<file path="src/rtl/apb_pkg.sv">
// Shared definitions for the APB master: FSM state type and parameter defaults.
package apb_pkg;

  localparam int unsigned ADDR_W_DEF  = 8;
  localparam int unsigned DATA_W_DEF  = 8;
  localparam int unsigned TIMEOUT_DEF = 16;

  typedef enum logic [1:0] {
    IDLE   = 2'd0,
    SETUP  = 2'd1,
    ACCESS = 2'd2,
    RESP   = 2'd3
  } apb_state_e;

endpackage

</file>
<file path="src/rtl/apb_master.sv">
// APB master: converts one valid/ready command into a single APB transfer
// and returns the result on a valid/ready response channel. An ACCESS phase
// that sees no pready for TIMEOUT cycles is aborted with rsp_err=1.
//
// Ports:
//   pclk, prst                   clock, async active-low reset
//   cmd_valid/ready/write/addr/wdata   command channel
//   rsp_valid/ready/rdata/err          response channel
//   psel, pen, pwrite, paddr, pwdata   APB request outputs
//   pready, prdata                     APB completion inputs
module apb_master
  import apb_pkg::*;
#(
  parameter int unsigned ADDR_W  = ADDR_W_DEF,
  parameter int unsigned DATA_W  = DATA_W_DEF,
  parameter int unsigned TIMEOUT = TIMEOUT_DEF
) (
  input  logic              pclk,
  input  logic              prst,
  input  logic              cmd_valid,
  output logic              cmd_ready,
  input  logic              cmd_write,
  input  logic [ADDR_W-1:0] cmd_addr,
  input  logic [DATA_W-1:0] cmd_wdata,
  output logic              rsp_valid,
  input  logic              rsp_ready,
  output logic [DATA_W-1:0] rsp_rdata,
  output logic              rsp_err,
  output logic              psel,
  output logic              pen,
  output logic              pwrite,
  output logic [ADDR_W-1:0] paddr,
  output logic [DATA_W-1:0] pwdata,
  input  logic              pready,
  input  logic [DATA_W-1:0] prdata
);

  // One extra count value so the counter can step past TIMEOUT-1 on abort.
  localparam int unsigned CNT_W = $clog2(TIMEOUT + 1);

  apb_state_e        state_q, state_d;
  logic [CNT_W-1:0]  cnt_q, cnt_d;
  logic              pwrite_d;
  logic [ADDR_W-1:0] paddr_d;
  logic [DATA_W-1:0] pwdata_d;
  logic [DATA_W-1:0] rdata_d;
  logic              err_d;
  logic              psel_d, pen_d, cmd_ready_d, rsp_valid_d;

  // Next-state, captured-command and response computation.
  always_comb begin
    state_d  = state_q;
    cnt_d    = cnt_q;
    pwrite_d = pwrite;
    paddr_d  = paddr;
    pwdata_d = pwdata;
    rdata_d  = rsp_rdata;
    err_d    = rsp_err;
    case (state_q)
      IDLE: begin
        if (cmd_valid && cmd_ready) begin
          pwrite_d = cmd_write;
          paddr_d  = cmd_addr;
          pwdata_d = cmd_wdata;
          state_d  = SETUP;
        end
      end
      SETUP: begin
        cnt_d   = '0;
        state_d = ACCESS;
      end
      ACCESS: begin
        // pready takes priority over the timeout in the same cycle.
        if (pready) begin
          rdata_d = pwrite ? DATA_W'(0) : prdata;
          err_d   = 1'b0;
          state_d = RESP;
        end else begin
          cnt_d = cnt_q + CNT_W'(1);
          if (cnt_q == CNT_W'(TIMEOUT - 1)) begin
            rdata_d = DATA_W'(0);
            err_d   = 1'b1;
            state_d = RESP;
          end
        end
      end
      RESP: begin
        if (rsp_ready) state_d = IDLE;
      end
      default: state_d = IDLE;
    endcase

    // Outputs are decoded from the next state so they register in step with it.
    psel_d      = (state_d == SETUP) || (state_d == ACCESS);
    pen_d       = (state_d == ACCESS);
    cmd_ready_d = (state_d == IDLE);
    rsp_valid_d = (state_d == RESP);
  end

  // State and output registers.
  always_ff @(posedge pclk or negedge prst) begin
    if (!prst) begin
      state_q   <= IDLE;
      cnt_q     <= '0;
      pwrite    <= 1'b0;
      paddr     <= '0;
      pwdata    <= '0;
      rsp_rdata <= '0;
      rsp_err   <= 1'b0;
      psel      <= 1'b0;
      pen       <= 1'b0;
      cmd_ready <= 1'b1;
      rsp_valid <= 1'b0;
    end else begin
      state_q   <= state_d;
      cnt_q     <= cnt_d;
      pwrite    <= pwrite_d;
      paddr     <= paddr_d;
      pwdata    <= pwdata_d;
      rsp_rdata <= rdata_d;
      rsp_err   <= err_d;
      psel      <= psel_d;
      pen       <= pen_d;
      cmd_ready <= cmd_ready_d;
      rsp_valid <= rsp_valid_d;
    end
  end

endmodule

</file>
<file path="config.mk">
export PLATFORM = sky130hd
export DESIGN_NAME = apb_master
export DESIGN_NICKNAME = d
export VERILOG_FILES = /design/src/rtl/apb_pkg.sv /design/src/rtl/apb_master.sv
export SDC_FILE = /design/constraint.sdc
export NUM_CORES = 1
export LEC_CHECK = 0
export CORE_MARGIN = 10
export CORE_UTILIZATION = 32
export DETAILED_ROUTE_END_ITERATION = 10
export SYNTH_ARGS = -nofsm -noshare
export SYNTH_HDL_FRONTEND = slang
export SYNTH_SLANG_ARGS = --single-unit
</file>
<file path="constraint.sdc">
create_clock -name pclk -period 1.75 [get_ports pclk]
set_input_delay 0.175 -clock pclk [delete_from_list [all_inputs] [get_ports pclk]]
set_output_delay 0.175 -clock pclk [all_outputs]
set_load 0.01 [all_outputs]
</file>
Word level (Yosys, flattened, before mapping)
Cells that the tools add are included.
{ "totals": {"reg_bits": 37, "in_bits": 30, "out_inout_bits": 30, "elab_cells": 41} }
{ "classes": {"n_addsub": 1, "n_eq_ne": 8, "n_mux": 12, "reduce_logical": 9} }
{ "ops": {"columns": ["operator", "count"], "rows": [
  ["$mux 8", 3],
  ["$pmux 5 s2", 1],
  ["$eq 2x2->1 const B", 4],
  ["$mux 2", 4],
  ["$pmux 2 s4", 1],
  ["$reduce_and 2->1", 3],
  ["$add 5x1->5 const B", 1],
  ["$eq 5x4->1 const B", 1],
  ["$mux 5", 1],
  ["$eq 2x1->1 const B", 2],
  ["$logic_not 2->1", 2],
  ["$reduce_bool 2->1", 2],
  ["$mux 1", 2],
  ["$ne 2x2->1 const B", 1],
  ["$logic_and 1x1->1", 1],
  ["$logic_or 1x1->1", 1]
]} }

Depth between registers and ports, before layout
Gate-level depths: netlist of run 1.
{ "depth": {"ltp_word": 6, "mapped_depth": 7, "ltp_nobuf": 6} }

Least setup slack after synthesis of run 1
OpenSTA, ideal clock, no wires.
{ "synth_path": {"path_kind": "register -> register", "start": "register cnt_q[0]", "end": "register rsp_valid", "setup_time_ps": 121, "t_arrival_ps": 1716, "t_required_ps": 1629, "path_slack_ps": -88, "stages_incl_launch_ff": 7, "n_path_buf": 0, "period_less_slack_ps": 1838, "path_cell_list": "dfrtp_1 > ha_1 > and3_1 > ha_1 > o21a_1 > or3_1 > ha_1"} }
{ "synth_via": {"elab_chain_len": 5} }
{ "synth_rtl": {"columns": ["item", "line_no", "rtl"], "rows": [
  ["start: declaration", "apb_master.sv:42", "logic [CNT_W-1:0] cnt_q, cnt_d;"],
  ["start signal: assignment", "apb_master.sv:116", "cnt_q <= cnt_d;"],
  ["$eq 5x4->1", "apb_master.sv:80", "if (cnt_q == CNT_W'(TIMEOUT - 1)) begin"],
  ["$mux 2", "apb_master.sv:80", null],
  ["$mux 2", "apb_master.sv:74", "if (pready) begin"],
  ["$pmux 2 s4", "apb_master.sv:59", "case (state_q)"],
  ["via state_d[0]", "apb_master.sv:41", "apb_state_e state_q, state_d;"],
  ["$eq 2x2->1", "apb_master.sv:97", "rsp_valid_d = (state_d == RESP);"],
  ["via rsp_valid_d", "apb_master.sv:48", "logic psel_d, pen_d, cmd_ready_d, rsp_valid_d;"],
  ["end signal: assignment", "apb_master.sv:125", "rsp_valid <= rsp_valid_d;"],
  ["end: declaration", "apb_master.sv:25", "output logic rsp_valid,"]
]} }
The timed path passes the listed nets, and every way through them passes these cells.
A chain may end at the register's enable or synchronous reset.

Final worst setup path of run 1
Ends and elaborated chain as after synthesis.

==> results.ini, run 1 <==
[yosys]
syn-cell-area_sq_um = 1640
synth_area_leaders = dfrtp_1 55%, mux2_4 8.2%, mux2_2 5.5%
synth_top_cell_by_area = dfrtp_1
synthFlopType = dfrtp_1
synth_top_area_share_pct = 54.9
synthArstFlopShare_pct = 100
synth_cell_type_count = 30
syn_area_per_cell_sq_um = 12.8
synth-edff-count = 0
ys_seq_elements = 37
yosysWarnings = 0
syn_nets = 163
yosysSeqAreaShare_pct = 56.5
syn_inst = 128

[cells_and_area]
fillers = 450
seqCellArea_sq_um = 927
final_common_cell = clkdlybuf4s50_1
drive_gt1_share_pct = 22.3
antennaDiodeCount = 0
final_nets = 231
final_area_sq_um = 2470
area_growth_pct = 50.2
stdcell_count = 267
final_cell_mix = 58 x clkdlybuf4s50_1, 36 x dfrtp_1, 13 x o21ai_0
multi_input_area_sq_um = 659

[pwr]
p_leak_uw = 0.00105
pwr-share-comb_pct = 45.9
peakVddDrop_mv = 0.891
p_int_uw = 2610
p_sw_uw = 1260
clockPowerShare_pct = 16.1
netSwitchingFraction_pct = 32.6
p_seq_share_pct = 38.0
totalPowerFinal_uw = 3870
power_density_nw_per_um2 = 1570

[clocking]
root_buffer = clkbuf_8
clk_latency_ns = 0.28
cts_buffers = 5
cts_buffer_depth = 2
cts_hold_buf = 0
cts_tree = yes
clkTransAtPathRegs_ns = 0.08
clock-sinks = 37
htree_levels = 2

[job]
max_cap_viol_count = 0

[critical_path]
r2r_slack_ns = 0.004
reg2reg_from = cnt_q[0]$_DFFE_PN0P_
cp-start-kind = flop
cp_max_fo = 3
endpoint_kind = flop
required_ns = 1.94
critical_path_arrival_ns = 1.93
rr_worst_depth = 6
r2r-end = rsp_valid$_DFF_PN0_
path_class = reg2reg

[drt]
postRouteAntennaNets = 0
viasPerCell = 4.62
dr_total_vias = 1233
avgRoutedWirePerCell_um = 15.7
routed_wl_um = 4190
drt-initial-drc-count = 45
firstDrtPassIters = 3
drc = 0

[floorplan]
core_area_sq_um = 5040
die_h_um = 91.6
die_w_um = 91.6
rows = 26
initial_core_util_pct = 32.6
die-area_sq_um = 8400
pin_count = 60

[sta]
rsz0062_at_grt = yes
timing.final.hold_violations = 36
setup_violations = 0
clock.fmax_mhz = 573
post-route-min-period_ns = 1.75
slew_headroom_pct = 44.8
worst_hold_slack_ns = -0.0131
tightest_slew_ns = 0.828
fin_worst_skew_ns = 0.00731
drv_slew = 0
finalCritPeriodShare_pct = 99.8

[hold_path]
hold_class = in2async

[global_route]
grt_pass1_wl_um = 6830
grt_max_degree = 38
track_usage_pct = 10.0
grt_overflow_total = 0
antenna_found_initial = 0
grt_pass1_vias = 1468

[outcome]
violations = negative hold slack
status = finished with violations

[place]
place.gp.congestion = 0.702
io_buffers = 59
hpwl_um = 3140
placed_area_sq_um = 2330
post-place-cells = 256

==> synth_stat cells (2+ instances only) <==
| master | count |
|---|---|
| nand4b_1 | 9 |
| mux2_4 | 9 |
| buf_2 | 2 |
| inv_1 | 12 |
| ha_1 | 5 |
| buf_6 | 2 |
| nand2_1 | 4 |
| clkbuf_1 | 2 |
| nor3b_1 | 2 |
| mux2_2 | 8 |
| dfrtp_1 | 36 |
| o21ai_0 | 13 |
| o21a_1 | 2 |
| a21oi_1 | 5 |
| nor2b_1 | 2 |
==> through the flow <==
stage | util, % | setup slack [ns] | TNS (ns)
after floorplan | - | -0.0313 | -0.0313
after global placement | 46.2 | -0.00252 | -0.00252
after detailed placement | 46.2 | -0.0558 | -0.0709
after CTS | 48.5 | -0.0201 | -0.0201
after global routing | 48.9 | -0.0256 | -0.0256
final | 48.9 | 0.00435 | 0
==> layout make-up <==
type	instances	share of cell area [%]
repair buffers	68	26.5
multi-input cells	72	26.7
clock inverters	1	0.304
well taps	70	3.55
inverters	12	1.83
clock buffers	7	3.50
flip-flops and latches	37	37.6
==> logic make-up (layout without fill, tap and decap cells) <==
logic type / after synthesis / after routing / synth area share (%)
AOI/OAI and AO/OA: 23 / 23 / 7.93
buffers and inverters: 19 / 88 / 6.40
adders and majority gates: 5 / 5 / 3.81
muxes: 17 / 17 / 13.7
and+or+nand+nor: 27 / 27 / 11.7
DFF: 37 / 37 / 56.5
==> state kept, by name, summed over array words and instances (netlist names) <==
register	flops
rsp_err	1
paddr	8
psel	1
rsp_rdata	8
cmd_ready	1
pwdata	8
cnt_q	5
pwrite	1
state_q	2
rsp_valid	1
pen	1
==> what timing repair did <==
item,in CTS,in global routing
pin swaps,4,2
setup buffers,1,2
setup endpoints to repair,2,2
resized for setup,2,1
==> power groups by stage <==
stage	sequential [uW]	clock [uW]	combinational (uW)
6_report	1470	622	1780
5_1_grt	1530	681	1940
4_1_cts	1480	638	1790
3_5_place_dp	1480	0	1750
3_3_place_gp	1470	0	1680
2_1_floorplan	1580	0	706
==> worst max-delay path, cell delays in order, from the launching register on <==
cell and delay, ns:
dfrtp_1 0.40, ha_2 0.18, and3_4 0.18, ha_4 0.16, o21a_4 0.20, or3_4 0.38, ha_4 0.16
==> routing by layer <==
layer	up-vias	share of wire, %	global-route usage (%)	routed length [um]
met5	-	0	0	0
met4	0	0.21	2.61	9
met3	2	9.6	5.70	403
met2	42	50	17.2	2090
met1	612	40	10.2	1680
li1	577	-	-	-
==> how the worst max path moves through the flow <==
| stage | from | end | slack [ns] |
|---|---|---|---|
| finish | cnt_q[0]$_DFFE_PN0P_ | rsp_valid$_DFF_PN0_ | 0.004 |
| global route | cnt_q[0]$_DFFE_PN0P_ | rsp_valid$_DFF_PN0_ | -0.03 |
| CTS | cnt_q[0]$_DFFE_PN0P_ | rsp_valid$_DFF_PN0_ | -0.02 |
| detailed placement | cnt_q[0]$_DFFE_PN0P_ | rsp_valid$_DFF_PN0_ | -0.06 |
| global placement | cnt_q[1]$_DFFE_PN0P_ | rsp_valid$_DFF_PN0_ | -0.003 |
| floorplan | cnt_q[0]$_DFFE_PN0P_ | rsp_valid$_DFF_PN0_ | -0.03 |
Note: power is estimated with default switching activity, not from simulation.
==> run 2, diff against run 1 <==
Settings changed: CORE_UTILIZATION 32 to 30.
==> results.ini, run 2 (synthesis gave the netlist of run 1 again) <==
[critical_path]
path_class = reg2reg
endpoint_kind = flop
rr_worst_depth = 6
cp-start-kind = flop
required_ns = 1.92
cp_max_fo = 3
critical_path_arrival_ns = 1.94
r2r_slack_ns = -0.02

[floorplan]
rows = 26
initial_core_util_pct = 31.5
core_area_sq_um = 5200
die_h_um = 94.0
die_w_um = 94.0
pin_count = 60
die-area_sq_um = 8830

[cells_and_area]
area_growth_pct = 49.9
reg_top3 = paddr (8), pwdata (8), rsp_rdata (8)
final_cell_mix = 58 x clkdlybuf4s50_1, 36 x dfrtp_1, 13 x o21ai_0
final_common_cell = clkdlybuf4s50_1
fillers = 486
stdcell_count = 268
drive_gt1_share_pct = 22.2
antennaDiodeCount = 0
seqCellArea_sq_um = 927
multi_input_area_sq_um = 659
final_nets = 232

[sta]
worst_hold_slack_ns = -0.0151
timing.final.hold_violations = 36
slew_headroom_pct = 46.3
tightest_slew_ns = 0.806
fin_worst_skew_ns = 0.00576
finalCritPeriodShare_pct = 101
clock.fmax_mhz = 565
setup_slack_ns = -0.0195
setup_tns_ns = -0.0195
setup_violations = 1
rsz0062_at_grt = yes
drv_slew = 0
post-route-min-period_ns = 1.77

[pwr]
power_density_nw_per_um2 = 1550
p_leak_uw = 0.00105
peakVddDrop_mv = 0.738

[global_route]
grt_pass1_wl_um = 6810
grt_max_degree = 38
track_usage_pct = 9.51
antenna_found_initial = 0
grt_overflow_total = 0
busiest_layer = met2
grt.met2_usage_pct = 14.7
use_met3_pct = 6.55
grt_pass1_vias = 1370
grt_use_met1_pct = 10.6

[place]
hpwl_um = 3110
post-place-cells = 257
place.gp.congestion = 0.715
io_buffers = 59

[clocking]
clk_latency_ns = 0.28
clock-sinks = 37
cts_buffer_depth = 2
htree_levels = 2
cts_hold_buf = 0
cts_tree = yes
clkTransAtPathRegs_ns = 0.07
root_buffer = clkbuf_8
cts_buffers = 5

[drt]
postRouteAntennaNets = 0
dr_total_vias = 1221
viasPerCell = 4.56
drt-initial-drc-count = 50
drc = 0
avgRoutedWirePerCell_um = 15.4
routed_wl_um = 4110
firstDrtPassIters = 4

[job]
max_cap_viol_count = 0

[hold_path]
hold_class = in2async

[outcome]
violations = negative hold slack, negative setup slack
status = finished with violations

[run 2: metrics by stage]
stage	area (sq um)	total power (uW)	util [%]	setup WS, ns	hold WS (ns)
after floorplan	1670	2280	-	-0.0313	-0.121
final	2460	3810	47.3	-0.0195	-0.0151
after CTS	2450	3860	47.0	-0.0376	0.00473
after detailed placement	2340	3230	44.9	-0.0493	0.321
after global routing	2460	4100	47.3	-0.0542	0.0431
after global placement	2340	3170	44.9	-0.00540	0.302
[run 2: area by class of cell]
type / count / area share, %
timing repair buffer: 69 / 26.8
clock buffer: 7 / 3.10
inverter: 12 / 1.83
sequential: 37 / 37.7
clock inverter: 1 / 0.203
multi-input combinational: 72 / 26.8
tap: 70 / 3.56
[run 2: worst max-delay path, stage by stage, from the launching register on]
cell and delay (ns):
dfrtp_1 0.39, ha_2 0.20, and3_4 0.18, ha_4 0.15, o21a_4 0.20, or3_4 0.38
ha_4 0.16
[run 2: per-layer routing]
metal  vias to the layer above  part of all wire (%)
li1                        580                     -
met1                       594                    41
met2                        47                    47
met3                         0                    12
met4                         0                     0
met5                         -                     0
[run 2: where the power goes]
part | internal, uW | switching [uW] | leakage [uW] | total (uW)
Clock | 279 | 275 | 0.0000422 | 554
Sequential | 1230 | 225 | 0.000465 | 1450
Combinational | 1070 | 733 | 0.000543 | 1800
[run 2: what timing repair did]
action,4_1_cts,5_1_grt
gates resized for setup,2,1
buffers inserted,2,1
pin swaps,5,3
setup endpoints to repair,2,2
cloned,0,0
[run 2: path summary, 6_finish.rpt]
check,to,from
max reg2reg,rsp_valid$_DFF_PN0_,cnt_q[1]$_DFFE_PN0P_
min in group pclk,rsp_rdata[6]$_DFFE_PN0P_,prdata[6]
min,pwdata[7]$_DFFE_PN0P_,prst
max in group asynchronous,cnt_q[2]$_DFFE_PN0P_,prst
min reg2reg,pwdata[6]$_DFFE_PN0P_,pwdata[6]$_DFFE_PN0P_
max,rsp_valid$_DFF_PN0_,cnt_q[1]$_DFFE_PN0P_
